$ cat src/rtl/reg_file_mp_pkg.sv
// Shared definitions for the multi-port register file: default sizes,
// packed-port slicing helper and the write-port priority resolver.

`define RF_SLICE(bus, i, w) bus[(i)*(w) +: (w)]

package rf_pkg;

    localparam int RF_XLEN  = 32;
    localparam int RF_NREGS = 32;
    localparam int RF_AW    = $clog2(RF_NREGS);

    // Resolver operates on padded vectors so one function serves every
    // configuration: up to 2 write ports and up to 256 registers.
    localparam int RF_MAX_WR = 2;
    localparam int RF_MAX_AW = 8;
    localparam int RF_PORT_W = $clog2(RF_MAX_WR);

    typedef struct packed {
        logic                 hit;
        logic [RF_PORT_W-1:0] port;
    } rf_fwd_t;

    // Finds the enabled write port that targets rd_addr. Ports are scanned
    // in ascending order so the highest-numbered matching port wins.
    function automatic rf_fwd_t rf_wr_resolve(
        input logic [RF_MAX_WR-1:0]           en,
        input logic [RF_MAX_WR*RF_MAX_AW-1:0] addr,
        input logic [RF_MAX_AW-1:0]           rd_addr
    );
        rf_fwd_t res;
        res = '0;
        for (int j = 0; j < RF_MAX_WR; j++) begin
            if (en[j] && (addr[j*RF_MAX_AW +: RF_MAX_AW] == rd_addr)) begin
                res.hit  = 1'b1;
                res.port = RF_PORT_W'(j);
            end
        end
        return res;
    endfunction

endpackage

$ cat src/rtl/reg_file_mp_scoreboard.sv
// Busy-bit scoreboard: one bit per architectural register, set by
// allocation of a pending result and cleared by its writeback.

module rf_scoreboard
    import rf_pkg::*;
#(
    parameter int NREGS    = RF_NREGS,
    parameter int AW       = $clog2(NREGS),
    parameter int NUM_WR   = 1,
    parameter int ZERO_REG = 1
) (
    input  logic                 clock,
    input  logic                 reset,
    input  logic                 alloc_en,
    input  logic [AW-1:0]        alloc_addr,
    input  logic [NUM_WR-1:0]    wr_en,
    input  logic [NUM_WR*AW-1:0] wr_addr,
    output logic [NREGS-1:0]     busy_vec
);

    logic [NREGS-1:0] busy_q;
    logic [NREGS-1:0] busy_d;

    // Next busy state: a new allocation supersedes a same-cycle writeback.
    always_comb begin
        busy_d = busy_q;
        for (int r = 0; r < NREGS; r++) begin
            logic alloc_hit;
            logic wr_hit;
            alloc_hit = alloc_en && (int'(alloc_addr) == r);
            wr_hit    = 1'b0;
            for (int j = 0; j < NUM_WR; j++) begin
                if (wr_en[j] && (int'(`RF_SLICE(wr_addr, j, AW)) == r)) begin
                    wr_hit = 1'b1;
                end
            end
            if (alloc_hit) begin
                busy_d[r] = 1'b1;
            end else if (wr_hit) begin
                busy_d[r] = 1'b0;
            end
        end
        if (ZERO_REG != 0) begin
            busy_d[0] = 1'b0;
        end
    end

    // Busy register, cleared asynchronously by reset.
    always_ff @(posedge clock or negedge reset) begin
        if (!reset) begin
            busy_q <= '0;
        end else begin
            busy_q <= busy_d;
        end
    end

    assign busy_vec = busy_q;

endmodule

$ cat src/rtl/reg_file_mp.sv
// Parametrised multi-port integer register file with combinational reads,
// same-cycle write bypass, optional hardwired-zero r0 and a busy scoreboard
// for RAW hazard detection between decode and writeback.

module reg_file_mp
    import rf_pkg::*;
#(
    parameter int XLEN     = RF_XLEN,
    parameter int NREGS    = RF_NREGS,
    parameter int AW       = $clog2(NREGS),
    parameter int NUM_RD   = 2,
    parameter int NUM_WR   = 1,
    parameter int BYPASS   = 1,
    parameter int ZERO_REG = 1
) (
    input  logic                   clock,
    input  logic                   reset,
    input  logic [NUM_RD*AW-1:0]   rd_addr,
    output logic [NUM_RD*XLEN-1:0] rd_data,
    output logic [NUM_RD-1:0]      rd_busy,
    input  logic [NUM_WR-1:0]      wr_en,
    input  logic [NUM_WR*AW-1:0]   wr_addr,
    input  logic [NUM_WR*XLEN-1:0] wr_data,
    input  logic                   alloc_en,
    input  logic [AW-1:0]          alloc_addr,
    output logic [NREGS-1:0]       busy_vec
);

    logic [XLEN-1:0]                mem [NREGS];
    logic [RF_MAX_WR-1:0]           wr_en_pad;
    logic [RF_MAX_WR*RF_MAX_AW-1:0] wr_addr_pad;

    // Widen the write-port bundle to the resolver's fixed shape.
    always_comb begin
        wr_en_pad   = '0;
        wr_addr_pad = '0;
        for (int j = 0; j < NUM_WR; j++) begin
            wr_en_pad[j]                      = wr_en[j];
            wr_addr_pad[j*RF_MAX_AW +: AW]    = `RF_SLICE(wr_addr, j, AW);
        end
    end

    // Storage: later write ports overwrite earlier ones on an address clash;
    // writes to r0 are dropped when it is hardwired to zero.
    always_ff @(posedge clock or negedge reset) begin
        if (!reset) begin
            for (int r = 0; r < NREGS; r++) begin
                mem[r] <= '0;
            end
        end else begin
            for (int j = 0; j < NUM_WR; j++) begin
                if (wr_en[j] &&
                    !((ZERO_REG != 0) && (`RF_SLICE(wr_addr, j, AW) == '0))) begin
                    mem[`RF_SLICE(wr_addr, j, AW)] <= `RF_SLICE(wr_data, j, XLEN);
                end
            end
        end
    end

    rf_scoreboard #(
        .NREGS    (NREGS),
        .AW       (AW),
        .NUM_WR   (NUM_WR),
        .ZERO_REG (ZERO_REG)
    ) u_scoreboard (
        .clock      (clock),
        .reset      (reset),
        .alloc_en   (alloc_en),
        .alloc_addr (alloc_addr),
        .wr_en      (wr_en),
        .wr_addr    (wr_addr),
        .busy_vec   (busy_vec)
    );

    for (genvar i = 0; i < NUM_RD; i++) begin : g_rd
        logic [AW-1:0]        addr;
        logic [RF_MAX_AW-1:0] addr_pad;
        rf_fwd_t              fwd;
        logic [XLEN-1:0]      fwd_data;
        logic                 zero_hit;
        logic                 alloc_hit;
        logic [XLEN-1:0]      data_out;
        logic                 busy_out;

        assign addr      = `RF_SLICE(rd_addr, i, AW);
        assign zero_hit  = (ZERO_REG != 0) && (addr == '0);
        assign alloc_hit = alloc_en && (alloc_addr == addr);

        // Widen the read address for the resolver.
        always_comb begin
            addr_pad         = '0;
            addr_pad[AW-1:0] = addr;
        end

        assign fwd = rf_wr_resolve(wr_en_pad, wr_addr_pad, addr_pad);

        // Pick the data of the winning write port.
        always_comb begin
            fwd_data = '0;
            for (int j = 0; j < NUM_WR; j++) begin
                if (int'(fwd.port) == j) begin
                    fwd_data = `RF_SLICE(wr_data, j, XLEN);
                end
            end
        end

        // Read mux: reset and r0 force zero, then bypass, then storage.
        // A bypassed write retires the pending result unless a new producer
        // is allocated to the same register this cycle.
        always_comb begin
            data_out = mem[addr];
            busy_out = busy_vec[addr];
            if (!reset) begin
                data_out = '0;
                busy_out = 1'b0;
            end else begin
                if (zero_hit) begin
                    data_out = '0;
                end else if ((BYPASS != 0) && fwd.hit) begin
                    data_out = fwd_data;
                end
                if ((BYPASS != 0) && fwd.hit && !alloc_hit) begin
                    busy_out = 1'b0;
                end
            end
        end

        assign rd_data[i*XLEN +: XLEN] = data_out;
        assign rd_busy[i]              = busy_out;
    end

endmodule
$ cat config.mk
export PLATFORM = sky130hd
export DESIGN_NAME = reg_file_mp
export DESIGN_NICKNAME = d
export VERILOG_FILES = /design/src/rtl/reg_file_mp_pkg.sv /design/src/rtl/reg_file_mp_scoreboard.sv /design/src/rtl/reg_file_mp.sv
export SDC_FILE = /design/constraint.sdc
export NUM_CORES = 2
export LEC_CHECK = 0
export BUFFER_PORTS_ARGS = -buffer_cell sky130_fd_sc_hd__buf_2
export CAP_MARGIN = 20
export CORE_MARGIN = 4
export CORE_UTILIZATION = 40
export DETAILED_ROUTE_END_ITERATION = 10
export SYNTH_ARGS = -nofsm -noshare
export SYNTH_HDL_FRONTEND = slang
export SYNTH_SLANG_ARGS = --single-unit
$ cat constraint.sdc
create_clock -name clock -period 1.7 [get_ports clock]
set_input_delay 0 -clock clock [delete_from_list [all_inputs] [get_ports clock]]
set_output_delay 0 -clock clock [all_outputs]
set_load 0.03 [all_outputs]
==> run_results.csv <==
group,metric,value,unit
routing,drc,0,
worst_setup_path,endpoint_kind,"primary output",
worst_hold_path,hold_path.class,"in2reg",
layout,fin_nets,4699,
timing,rsz0062_at_grt,"true",
layout,fin_cells,6627,
logic_synthesis,synth_seq_cells,1055,
logic_synthesis,ys.flop_type,"dfrtp_1",
logic_synthesis,avgSynthCellArea,14.5,µm²
placed_design,port_buffers,152,
worst_setup_path,worst-setup-path-type,"reg2out",
logic_synthesis,ys_async_sr_fraction,100,%
die,fp.dieW,386,µm
worst_setup_path,cp.arrival,2740,ps
layout,drive_above_1_share,62.0,%
worst_setup_path,crit_end,"rd_data[8]",
layout,area_growth,28.3,%
worst_setup_path,r2r-start,"u_scoreboard.busy_vec[14]",
die,coreArea,0.142,mm²
clocking,cts_sinks,1055,
routing,antenna_left,0,
routing,drt_iter0_drc,4015,
placed_design,dp_cells,6364,
timing,maxSlewHeadroom,33.4,%
worst_setup_path,start_kind,"flop",
clocking,root_buffer,"clkbuf_16",
clocking,cts_buffer_depth,3,
timing,fmax,365,MHz
pwr,p_per_area,1090,mW/mm²
placed_design,hpwl,148,mm
clocking,insertion_delay,740,ps
routing,wl_per_cell,32.6,µm
timing,holdWs,81.3,ps
timing,fin_tns_setup,-51230,ps
global_route,antenna_found_initial,9,
worst_setup_path,reg2reg_slack,320,ps
worst_setup_path,r2r-end,"u_scoreboard.busy_vec[14]",
clocking,cts_tree,"done",
timing,fin_crit_sh,161,%
clocking,numCtsBuffers,114,
routing,via_per_inst,6.26,
run_status,status,"finished, violations left",
logic_synthesis,netlist_area,0.0571,mm²
logic_synthesis,synth_edf_count,0,
global_route,grt_max_degree,143,
die,die_h,386,µm
clocking,cts_htree_levels,3,
logic_synthesis,seq_area_frac_synth,46.2,%
worst_setup_path,crit_path_start,"mem[264]",
run_status,violations,"negative setup slack",
die,io_pins,154,
worst_setup_path,ff2ff_path_depth,4,
timing,tightest_slew,996,ps
die,initial_utilization,40.3,%
timing,skew,0,ps
timing,report.final.hold_viol_count,0,
routing,vias,41483,
timing,setup_ws,-1040,ps
global_route,grt_pass1_wl,311,mm
logic_synthesis,ys.warnings.count,0,
routing,dr.pass1.iters,5,
global_route,grt_usage,29.0,%
global_route,first_global_vias,42337,
job,cap_violations,0,
worst_setup_path,crit_fanout,2,
pwr,leakage,0.0323,µW
clocking,clk_pin_slew,60,ps
timing,setup_violations,67,
placed_design,gp_congestion,0.882,
die,die-area,0.149,mm²
die,rows,138,
timing,period_minus_slack,2740,ps
logic_synthesis,yosysUniqueCellTypes,63,
worst_setup_path,crit_required,1700,ps
logic_synthesis,syn_inst,3944,
placed_design,place_ws,-693,ps
timing,finalMaxSlewViolations,0,
pwr,ir_drop,0.795,mV
global_route,grt_remaining_overflow,0,
routing,routed_wl,216,mm
logic_synthesis,synth_nets,4000,
[final cells by class]
cell class	count	area, µm²
fill	11904	68500
antenna	4	10.0
clock buffer	165	3410
sequential	1055	26400
inverter	6	22.5
timing repair buffer	1031	10300
tap	1890	2360
clock inverter	41	437
multi-input combinational	2435	30300
[synthesized netlist by cell type, drive strengths merged (2+ instances only)]
cell     count  area, µm²
dfrtp     1055      26400
mux2      1005      11300
mux4       476      10700
buf        238       1550
clkbuf     210        790
mux2i      160       1600
nor2       116        438
nand2       92        345
a22oi       88        661
nor3        87        435
o22ai       69        432
o21ai       42        210
a21oi       39        195
a22o        35        307
nand3       29        145
a211oi      26        210
o211ai      20        150
a221o       19        190
xor2        16        140
nor2b       12       77.6
nor4        12       75.1
nand2b      10       62.6
nor3b        9       77.6
a31oi        7       43.8
nand3b       7       52.6
and2         6       37.5
and3         6       37.5
o31ai        6       45.0
a41oi        5       43.8
inv          5       18.8
or2          5       31.3
a32o         4       40.0
xnor2        4       35.0
a2111oi      3       32.5
a221oi       3       26.3
a32oi        3       26.3
and3b        3       26.3
nand4        2       12.5
o2111ai      2       17.5
[logic make-up (layout without fill, tap and decap cells)]
group                     Yosys count  after routing  share of synthesized area, %
and+or+nand+nor                   398            398                          3.27
AOI/OAI and AO/OA                 375            375                          4.67
xor gates and xnor gates           20             20                         0.307
DFF                              1055           1055                          46.2
other                               1              5                       0.00656
muxes                            1641           1641                          41.4
buffers and inverters             454           1243                          4.13
[per-stage QoR]
stage	cell area, µm²	total power (µW)	util, %
floorplan	57500	44900	-
global placement	67300	52100	47.5
detailed placement	67300	52700	47.5
CTS	72700	79400	51.3
global route	73300	82800	51.7
finish	73300	79700	51.7
[flip-flops by register name, summed over array words and instances, names as in the netlist]
register / count
mem: 1024
u_scoreboard.busy_vec: 31
[repair_timing]
action,in CTS,in global routing
hold buffers,43,2
setup buffers,23,10
endpoints found under the setup margin,66,148
gates resized for setup,282,98
pin swaps,177,94
endpoints found under the hold margin,1973,15
[worst min-delay path by stage]
| stage | from | end | slack [ps] | cells after the start |
|---|---|---|---|---|
| floorplan | reset | mem[0] | -300 | 0 |
| global placement | reset | mem[324] | 120 | 2 |
| finish | wr_addr[4] | u_scoreboard.busy_vec[21] | 80 | 6 |
| CTS | wr_addr[4] | u_scoreboard.busy_vec[22] | 40 | 6 |
| global route | wr_addr[4] | u_scoreboard.busy_vec[21] | 100 | 6 |
| detailed placement | reset | mem[484] | 120 | 2 |
[worst max-delay path, stage by stage, from the launching register on]
cell	delay (ps)
dfrtp_1	380
mux4_2	480
mux4_2	510
a211oi_2	270
buf_4	180
nor3_4	40
buf_6	140
[layer usage]
metal | track usage [%] | share of wire (%)
met5 | 0.198 | 0.035
met4 | 13.2 | 5.1
met3 | 5.47 | 8.2
met2 | 44.2 | 45
met1 | 40.2 | 41
[cells in the final DEF (no fill, tap or decap), types with 27 or more instances in the layout]
cell	count
dfrtp_1	1028
mux2_2	957
buf_4	636
mux4_2	474
buf_12	187
mux2i_1	150
clkbuf_16	115
nor2_1	91
buf_6	82
buf_2	78
nand2_1	65
nor3_2	47
mux2_1	47
a22oi_2	46
a22oi_1	42
dlygate4sd3_1	41
a22o_1	35
o22ai_1	35
clkbuf_8	34
o21ai_0	32
nor3_4	30
a21oi_1	28
dfrtp_2	27
[power by group]
| part | internal (µW) | total (µW) | switching (µW) |
|---|---|---|---|
| clock | 15000 | 25800 | 10800 |
| sequential | 30000 | 33400 | 3420 |
| combinational | 11900 | 20500 | 8650 |
Power figures use the tool's default switching activity.
